File: src/rtl/sw_debounce_sync_if.sv
// Switch-side bundle: raw switch levels in, debounced level and edge pulses out.
// Latency: none (wires only). Backpressure: none, levels and pulses are free-running.
interface sw_debounce_sync_if #(
    parameter int N_CH = 4
);
    logic [N_CH-1:0] i_sw;
    logic [N_CH-1:0] o_sw_db;
    logic [N_CH-1:0] o_rise;
    logic [N_CH-1:0] o_fall;

    modport master (
        output i_sw,
        input  o_sw_db,
        input  o_rise,
        input  o_fall
    );

    modport slave (
        input  i_sw,
        output o_sw_db,
        output o_rise,
        output o_fall
    );
endinterface

File: src/rtl/sw_debounce_sync.sv
// Per-channel switch conditioner: synchroniser, stable-sample debounce, clean level and edge pulses.
// Latency: SYNC_STAGES+DEBOUNCE_CNT-1 edges from the sampling edge to the level change.
// Backpressure: none; pulses are single-cycle and never held for the consumer.
module sw_debounce_sync #(
    parameter int N_CH         = 4,
    parameter int SYNC_STAGES  = 2,
    parameter int DEBOUNCE_CNT = 1000000,
    parameter int CNT_W        = 20
) (
    input  logic               clk,
    input  logic               reset_n,
    sw_debounce_sync_if.slave  bus
);

    typedef enum logic [1:0] {
        S_LO  = 2'd0,
        S_WHI = 2'd1,
        S_HI  = 2'd2,
        S_WLO = 2'd3
    } state_t;

    // Count value on the edge that registers the final required sample.
    localparam int             CNT_TGT = (DEBOUNCE_CNT >= 2) ? (DEBOUNCE_CNT - 2) : 0;
    localparam logic [CNT_W-1:0] CNT_MAX = CNT_W'(CNT_TGT);
    localparam bit             ONE_SHOT = (DEBOUNCE_CNT == 1);

    logic [N_CH-1:0]  sync_q [SYNC_STAGES];
    logic [N_CH-1:0]  s;
    state_t           st     [N_CH];
    logic [CNT_W-1:0] cnt    [N_CH];
    logic [N_CH-1:0]  db_q;
    logic [N_CH-1:0]  rise_q;
    logic [N_CH-1:0]  fall_q;

    always_ff @(posedge clk or negedge reset_n) begin
        if (!reset_n) begin
            for (int k = 0; k < SYNC_STAGES; k++) begin
                sync_q[k] <= '0;
            end
        end else begin
            sync_q[0] <= bus.i_sw;
            for (int k = 1; k < SYNC_STAGES; k++) begin
                sync_q[k] <= sync_q[k-1];
            end
        end
    end

    assign s = sync_q[SYNC_STAGES-1];

    always_ff @(posedge clk or negedge reset_n) begin
        if (!reset_n) begin
            for (int i = 0; i < N_CH; i++) begin
                st[i]  <= S_LO;
                cnt[i] <= '0;
            end
            db_q   <= '0;
            rise_q <= '0;
            fall_q <= '0;
        end else begin
            for (int i = 0; i < N_CH; i++) begin
                rise_q[i] <= 1'b0;
                fall_q[i] <= 1'b0;
                case (st[i])
                    S_LO: begin
                        if (s[i]) begin
                            cnt[i] <= '0;
                            if (ONE_SHOT) begin
                                st[i]     <= S_HI;
                                db_q[i]   <= 1'b1;
                                rise_q[i] <= 1'b1;
                            end else begin
                                st[i] <= S_WHI;
                            end
                        end
                    end
                    S_WHI: begin
                        if (!s[i]) begin
                            st[i]  <= S_LO;
                            cnt[i] <= '0;
                        end else if (cnt[i] == CNT_MAX) begin
                            st[i]     <= S_HI;
                            cnt[i]    <= '0;
                            db_q[i]   <= 1'b1;
                            rise_q[i] <= 1'b1;
                        end else begin
                            cnt[i] <= cnt[i] + 1'b1;
                        end
                    end
                    S_HI: begin
                        if (!s[i]) begin
                            cnt[i] <= '0;
                            if (ONE_SHOT) begin
                                st[i]     <= S_LO;
                                db_q[i]   <= 1'b0;
                                fall_q[i] <= 1'b1;
                            end else begin
                                st[i] <= S_WLO;
                            end
                        end
                    end
                    S_WLO: begin
                        if (s[i]) begin
                            st[i]  <= S_HI;
                            cnt[i] <= '0;
                        end else if (cnt[i] == CNT_MAX) begin
                            st[i]     <= S_LO;
                            cnt[i]    <= '0;
                            db_q[i]   <= 1'b0;
                            fall_q[i] <= 1'b1;
                        end else begin
                            cnt[i] <= cnt[i] + 1'b1;
                        end
                    end
                    default: begin
                        st[i]  <= S_LO;
                        cnt[i] <= '0;
                    end
                endcase
            end
        end
    end

    assign bus.o_sw_db = db_q;
    assign bus.o_rise  = rise_q;
    assign bus.o_fall  = fall_q;

endmodule

File: src/flat_wrapper.sv
// flat-port wrapper written by rule: the top's interface ports become plain ports
module sw_debounce_sync_flat 
#(
    parameter int N_CH         = 4,
    parameter int SYNC_STAGES  = 2,
    parameter int DEBOUNCE_CNT = 1000000,
    parameter int CNT_W        = 20
)
  (clk, reset_n, bus_i_sw, bus_o_sw_db, bus_o_rise, bus_o_fall);
  sw_debounce_sync_if #(.N_CH(N_CH)) bus_i ();
  input  logic clk;
  input  logic reset_n;
  input wire logic [$bits(bus_i.i_sw)-1:0] bus_i_sw;
  output wire logic [$bits(bus_i.o_sw_db)-1:0] bus_o_sw_db;
  output wire logic [$bits(bus_i.o_rise)-1:0] bus_o_rise;
  output wire logic [$bits(bus_i.o_fall)-1:0] bus_o_fall;
  assign bus_i.i_sw = bus_i_sw;
  assign bus_o_sw_db = bus_i.o_sw_db;
  assign bus_o_rise = bus_i.o_rise;
  assign bus_o_fall = bus_i.o_fall;
  sw_debounce_sync #(.N_CH(N_CH), .SYNC_STAGES(SYNC_STAGES), .DEBOUNCE_CNT(DEBOUNCE_CNT), .CNT_W(CNT_W)) u_core (.clk(clk), .reset_n(reset_n), .bus(bus_i));
endmodule
File: config.mk
export PLATFORM = sky130hd
export DESIGN_NAME = sw_debounce_sync_flat
export DESIGN_NICKNAME = d
export VERILOG_FILES = /design/src/rtl/sw_debounce_sync_if.sv /design/src/rtl/sw_debounce_sync.sv /design/src/flat_wrapper.sv
export SDC_FILE = /design/constraint.sdc
export NUM_CORES = 1
export LEC_CHECK = 0
export CAP_MARGIN = 40
export CORE_ASPECT_RATIO = 0.6
export CORE_MARGIN = 1
export CORE_UTILIZATION = 45
export DETAILED_ROUTE_END_ITERATION = 16
export PLACE_DENSITY = 0.75
export REMOVE_ABC_BUFFERS = 1
export SYNTH_ARGS = -nofsm -noshare
export SYNTH_HDL_FRONTEND = slang
export SYNTH_SLANG_ARGS = --single-unit
File: constraint.sdc
create_clock -name clk -period 2.2 [get_ports clk]
set_clock_uncertainty 0.15 [all_clocks]
set_input_delay 0.22 -clock clk [delete_from_list [all_inputs] [get_ports clk]]
set_output_delay 0.22 -clock clk [all_outputs]
set_load 0.05 [all_outputs]
# After elaboration in Yosys (flattened, before gate mapping)
# Index checks and enable logic that the tools add are counted.
dict set report totals {
  in_bits 6
  reg_bits 108
  ramBits 0
  latchBits 0
  word_cells 180
  output_inout_bits 12
  mem_bits_ro 0
  memories 0
}
dict set report op_classes {
  muxes 92
  shift 0
  n_lt_le_gt_ge 0
  mul 0
  reduce_logical 20
  div_mod_pow 0
  n_addsub 4
  bitwise_logic 0
  n_eq_ne 48
}
# cell count
set ops {}
lappend ops {{two-way mux 20 bit} 20}
lappend ops {{case mux 20 bit (4 select lines)} 4}
lappend ops {{adder 20 x 1 -> 20 bit, second input constant} 4}
lappend ops {{== test 20 bit, second input constant} 4}
lappend ops {{two-way mux 2 bit} 24}
lappend ops {{two-way mux 1 bit} 36}
lappend ops {{!= test 2 x 1 -> 1 bit, second input constant} 16}
lappend ops {{case mux 2 bit (4 select lines)} 4}
lappend ops {{AND reduction 5 bit} 4}
lappend ops {{== test 2 bit, second input constant} 8}
lappend ops {{!= test 2 bit, second input constant} 8}
lappend ops {{AND reduction 4 bit} 4}
lappend ops {{!= test 3 x 1 -> 1 bit, second input constant} 4}
lappend ops {{!= test 3 bit, second input constant} 4}
lappend ops {{== test 2 x 1 -> 1 bit, second input constant} 4}
lappend ops {{logical NOT 2 bit} 4}
lappend ops {{case mux 1 bit (2 select lines)} 4}
lappend ops {{AND reduction 2 bit} 4}
lappend ops {{nonzero test 2 bit} 4}

# Depth between registers and ports, before layout
dict set report logic_depth {
  ltp_word 4
  ltp_mapped 9
  depth_no_buf 7
}

# Worst setup path before layout
# Ideal clock, no wire load.
dict set report synth_timing {
  path_type {flip-flop to flip-flop}
  startpoint {reg u_core.cnt[72] (netlist bit)}
  endpoint {reg u_core.cnt[76] (netlist bit)}
  synth_period_minus_slack_ns 2.100
  path_stages_with_launch 7
  required_ns 1.911
  arrival_ns 1.812
  setup_ns 0.139
  n_path_buf 1
  path_slack_ns 0.100
  cell_sequence {dfrtp_1 -> or4b_1 -> nor4b_4 -> a21oi_2 -> buf_6 -> a41oi_1 -> a31oi_1}
}
dict set report synth_via {
  elab_chain_len 4
  word_cells_on_any_way 6
  cone_classes {1 x add/sub; 1 x eq/ne; 4 x mux}
}
# item line
set synth_rtl {}
lappend synth_rtl {{start, declared} sw_debounce_sync.sv:30} ;# logic [CNT_W-1:0] cnt [N_CH];
lappend synth_rtl {{start signal, assigned by index} sw_debounce_sync.sv:86} ;# cnt[i] <= cnt[i] + 1'b1;
lappend synth_rtl {{start signal, assigned by index} sw_debounce_sync.sv:111} ;# cnt[i] <= cnt[i] + 1'b1;
lappend synth_rtl {{adder 20 x 1 -> 20 bit or == test 20 bit (tied branches)} -}
lappend synth_rtl {{two-way mux 20 bit *} {sw_debounce_sync.sv:80, sw_debounce_sync.sv:105}}
lappend synth_rtl {{two-way mux 20 bit (on tied branches)} {sw_debounce_sync.sv:102, sw_debounce_sync.sv:77}}
lappend synth_rtl {{case mux 20 bit (4 select lines) *} sw_debounce_sync.sv:63} ;# case (st[i])
# Every way passes the cells marked *; elsewhere a longest branch is shown, timed or not.
# A chain may end at the register's enable or synchronous reset.

# Worst setup path after layout
dict set report layout_timing {
  startpoint {reg u_core.cnt[62] (netlist bit)}
  endpoint {reg u_core.db_q[0] (netlist: u_core.bus.o_sw_db[0])}
}
dict set report layout_via {
  elab_chain_len 3
  word_cells_on_any_way 4
  cone_classes {3 x eq/ne; 1 x reduce/logical}
}
# item line
set layout_rtl {}
lappend layout_rtl {{== test 20 bit *} {sw_debounce_sync.sv:80, sw_debounce_sync.sv:105}}
lappend layout_rtl {{!= test 2 x 1 -> 1 bit (no line)} -}
lappend layout_rtl {{AND reduction 5 bit (no line) *} -}
lappend layout_rtl {{end signal, assigned by index} sw_debounce_sync.sv:83} ;# db_q[i] <= 1'b1;
lappend layout_rtl {{end signal, assigned by index} sw_debounce_sync.sv:94} ;# db_q[i] <= 1'b0;
lappend layout_rtl {{end signal, assigned by index} sw_debounce_sync.sv:108} ;# db_q[i] <= 1'b0;
lappend layout_rtl {{end, declared} sw_debounce_sync.sv:31} ;# logic [N_CH-1:0] db_q;
# Marked as above.

==> results.sh <==
export IMPL_synth_area_top_cells="dfrtp_1 (48%), a31oi_1 (5.9%), nand2_1 (4.8%)"
export IMPL_cp_required_ns=2.32
export IMPL_postRouteAntennaNets=0
export IMPL_fmax_mhz=464
export IMPL_final_cells=821
export IMPL_p_leak_nw=2.83
export IMPL_clockBufferDepth=2
export IMPL_dp_cells=800
export IMPL_ys_seq_area_share_pct=48.3
export IMPL_report_final_slew_viol_count=0
export IMPL_track_usage_pct=21.4
export IMPL_peakVddDrop_mv=0.319
export IMPL_p_comb_share_pct=11.0
export IMPL_synthDistinctLibCells=58
export IMPL_ys_seq_elements=108
export IMPL_yosys_cell_count_top_type="dfrtp_1"
export IMPL_numPortBuffers=17
export IMPL_tns_ns=0
export IMPL_finalHoldViolations=0
export IMPL_hpwl_um=8850
export IMPL_worst_pin_slew_ns=0.676
export IMPL_start_util_pct=46.3
export IMPL_grt_pass1_vias=4640
export IMPL_dp_slack_ns=0.0184
export IMPL_top_layer_used="met4"
export IMPL_htree_levels=3
export IMPL_hold_ws_ns=0.155
export IMPL_overflow=0
export IMPL_cts_sinks=108
export IMPL_clk_latency_ns=0.35
export IMPL_first_pass_iters=5
export IMPL_synth_common_cells="dfrtp_1 (108), nand2_1 (72), a31oi_1 (53)"
export IMPL_multi_input_area_um2=2770
export IMPL_syn_area_um2=5590
export IMPL_synth_top_area_share_pct=48.3
export IMPL_power_frac_seq_pct=50.9
export IMPL_viasPerCell=6.08
export IMPL_critPathMaxFanout=8
export IMPL_wire_per_inst_um=15.9
export IMPL_hold_class="primary input to register"
export IMPL_core_area_um2=12100
export IMPL_layout_nets=665
export IMPL_grt_pass1_wl_um=22300
export IMPL_gp_congestion=0.876
export IMPL_rows=31
export IMPL_met2_length_um=5750
export IMPL_nFillCells=1060
export IMPL_cts_tree="done"
export IMPL_p_sw_w=0.00112
export IMPL_start_kind="register"
export IMPL_wl_met1_um=6440
export IMPL_drive_above_1_share_pct=13.7
export IMPL_grt_max_degree=40
export IMPL_setup_violations=0
export IMPL_yosysWarnings=0
export IMPL_root_buffer="clkbuf_16"
export IMPL_avgSynthCellArea_um2=9.35
export IMPL_dr_wl_met3_um=705
export IMPL_crit_type="register to register"
export IMPL_worst_slack_ns=0.0462
export IMPL_antenna_found_initial=0
export IMPL_syn_to_final_growth_pct=17.9
export IMPL_cts_buffers=9
export IMPL_ioPinCount=18
export IMPL_netSwitchingFraction_pct=26.6
export IMPL_antenna_cells=0
export IMPL_synth_async_reset_ratio_pct=100
export IMPL_syn_inst=598
export IMPL_arrival_ns=2.27
export IMPL_end_kind="register"
export IMPL_p_int_w=0.00309
export IMPL_max_slew_margin_pct=54.8
export IMPL_vias=4988
export IMPL_power_per_cell_area_nw_per_um2=639
export IMPL_synth_top_area_cell="dfrtp_1"
export IMPL_synth_edff_count=0
export IMPL_seq_area_um2=2700
export IMPL_fp_dieH_um=88.3
export IMPL_drc=0
export IMPL_dieArea_um2=12900
export IMPL_die_w_um=146
export IMPL_maxCapViolCount=0
export IMPL_synth_ff_type="dfrtp_1"
export IMPL_fin_crit_ns=2.15
export IMPL_first_iter_violations=556
export IMPL_path_clk_slew_ns=0.07
export IMPL_status="complete, no violations"
export IMPL_wirelength_um=13100
export IMPL_min_period_over_period_pct=97.9
export IMPL_pwr_share_clk_pct=38.1
==> layer usage <==
layer | track usage, % | up-vias
li1 | - | 2373
met1 | 30.7 | 2421
met2 | 32.7 | 168
met3 | 4.54 | 26
met4 | 6.99 | 0
met5 | 0 | -
==> worst paths after layout <==
check	startpoint	end	slack, ns	cells after the start
worst max-delay path	u_core.cnt[62]$_DFFE_PN0P_	u_core.bus.o_sw_db[0]$_DFFE_PN0P_	0.05	6
worst min-delay path	bus_i_sw[1]	u_core.sync_q[5]$_DFF_PN0_	0.16	1
worst max register to register	u_core.cnt[62]$_DFFE_PN0P_	u_core.bus.o_sw_db[0]$_DFFE_PN0P_	0.05	6
worst min register to register	u_core.sync_q[6]$_DFF_PN0_	u_core.s[2]$_DFF_PN0_	0.21	0
max in group asynchronous	reset_n	u_core.cnt[15]$_DFFE_PN0P_	1.09	3
min in group asynchronous	reset_n	u_core.bus.o_sw_db[1]$_DFFE_PN0P_	0.22	2
==> registers in the layout, indices dropped and copies added, names as in the netlist, named ones only <==
signal,flops
u_core.bus.o_fall,4
u_core.bus.o_sw_db,4
u_core.s,4
u_core.st,4
u_core.sync_q,4
u_core.bus.o_rise,4
u_core.cnt,80
==> worst max-delay path, stage by stage, from the launching register on <==
cell	delay, ns
dfrtp_1	0.47
nand4_1	0.32
nor4b_4	0.44
buf_4	0.19
nand3_2	0.12
nor2_2	0.19
a2bb2oi_1	0.18
==> through the flow <==
| step | utilization (%) | power [W] | area [um^2] |
|---|---|---|---|
| 2_1_floorplan | - | 0.00240 | 5440 |
| 3_3_place_gp | 51.3 | 0.00259 | 6190 |
| 3_5_place_dp | 51.3 | 0.00261 | 6190 |
| 4_1_cts | 53.8 | 0.00421 | 6490 |
| 5_1_grt | 54.6 | 0.00439 | 6590 |
| 6_report | 54.6 | 0.00421 | 6590 |
==> cell type report <==
cell class,instances,share of cell area [%]
clock inverters,3,0.304
well taps,165,3.13
inverters,12,0.684
repair buffers,66,8.74
clock buffers,13,4.10
flip-flops and latches,108,41.0
multi-input cells,454,42.0
==> layout by cell type, fill, tap and decap left out, drive strengths merged, types with 3 or more instances in the layout <==
cell	instances
a21o	11
and4	9
nor3	14
and3	12
or3	3
xor2	5
and2	7
o21ai	35
ha	8
nand4	18
nand2b	6
o211ai	5
dfrtp	108
a41oi	12
clkdlybuf4s50	16
a2bb2oi	3
inv	12
nor3b	4
nor4	7
nor2	32
a31oi	53
nand3	42
buf	49
o31ai	3
or4	6
a21oi	53
clkbuf	13
nand2	72
a22o	4
or2	6
==> power groups by stage <==
stage / Sequential (W) / Clock (W) / Combinational [W]
floorplan: 0.00216 / 0 / 0.000243
global placement: 0.00217 / 0 / 0.000415
detailed placement: 0.00218 / 0 / 0.000433
CTS: 0.00214 / 0.00163 / 0.000439
global route: 0.00216 / 0.00172 / 0.000520
finish: 0.00214 / 0.00160 / 0.000465
==> cells by family after synthesis <==
family	synth area share (%)
AOI/OAI and AO/OA	21.3
xor gates and xnor gates	0.940
DFF	48.3
buffers and inverters	3.54
muxes	0.179
adders and majority gates	1.79
and+or+nand+nor	23.9
==> what timing repair did <==
item                                    4_1_cts  5_1_grt
pin swaps                                     0        5
resized for setup                             1       12
endpoints found under the setup margin        1       25
hold buffers                                  1        0
hold endpoints to repair                     33        0
buffers inserted                              0        4
Power figures use the tool's default switching activity.
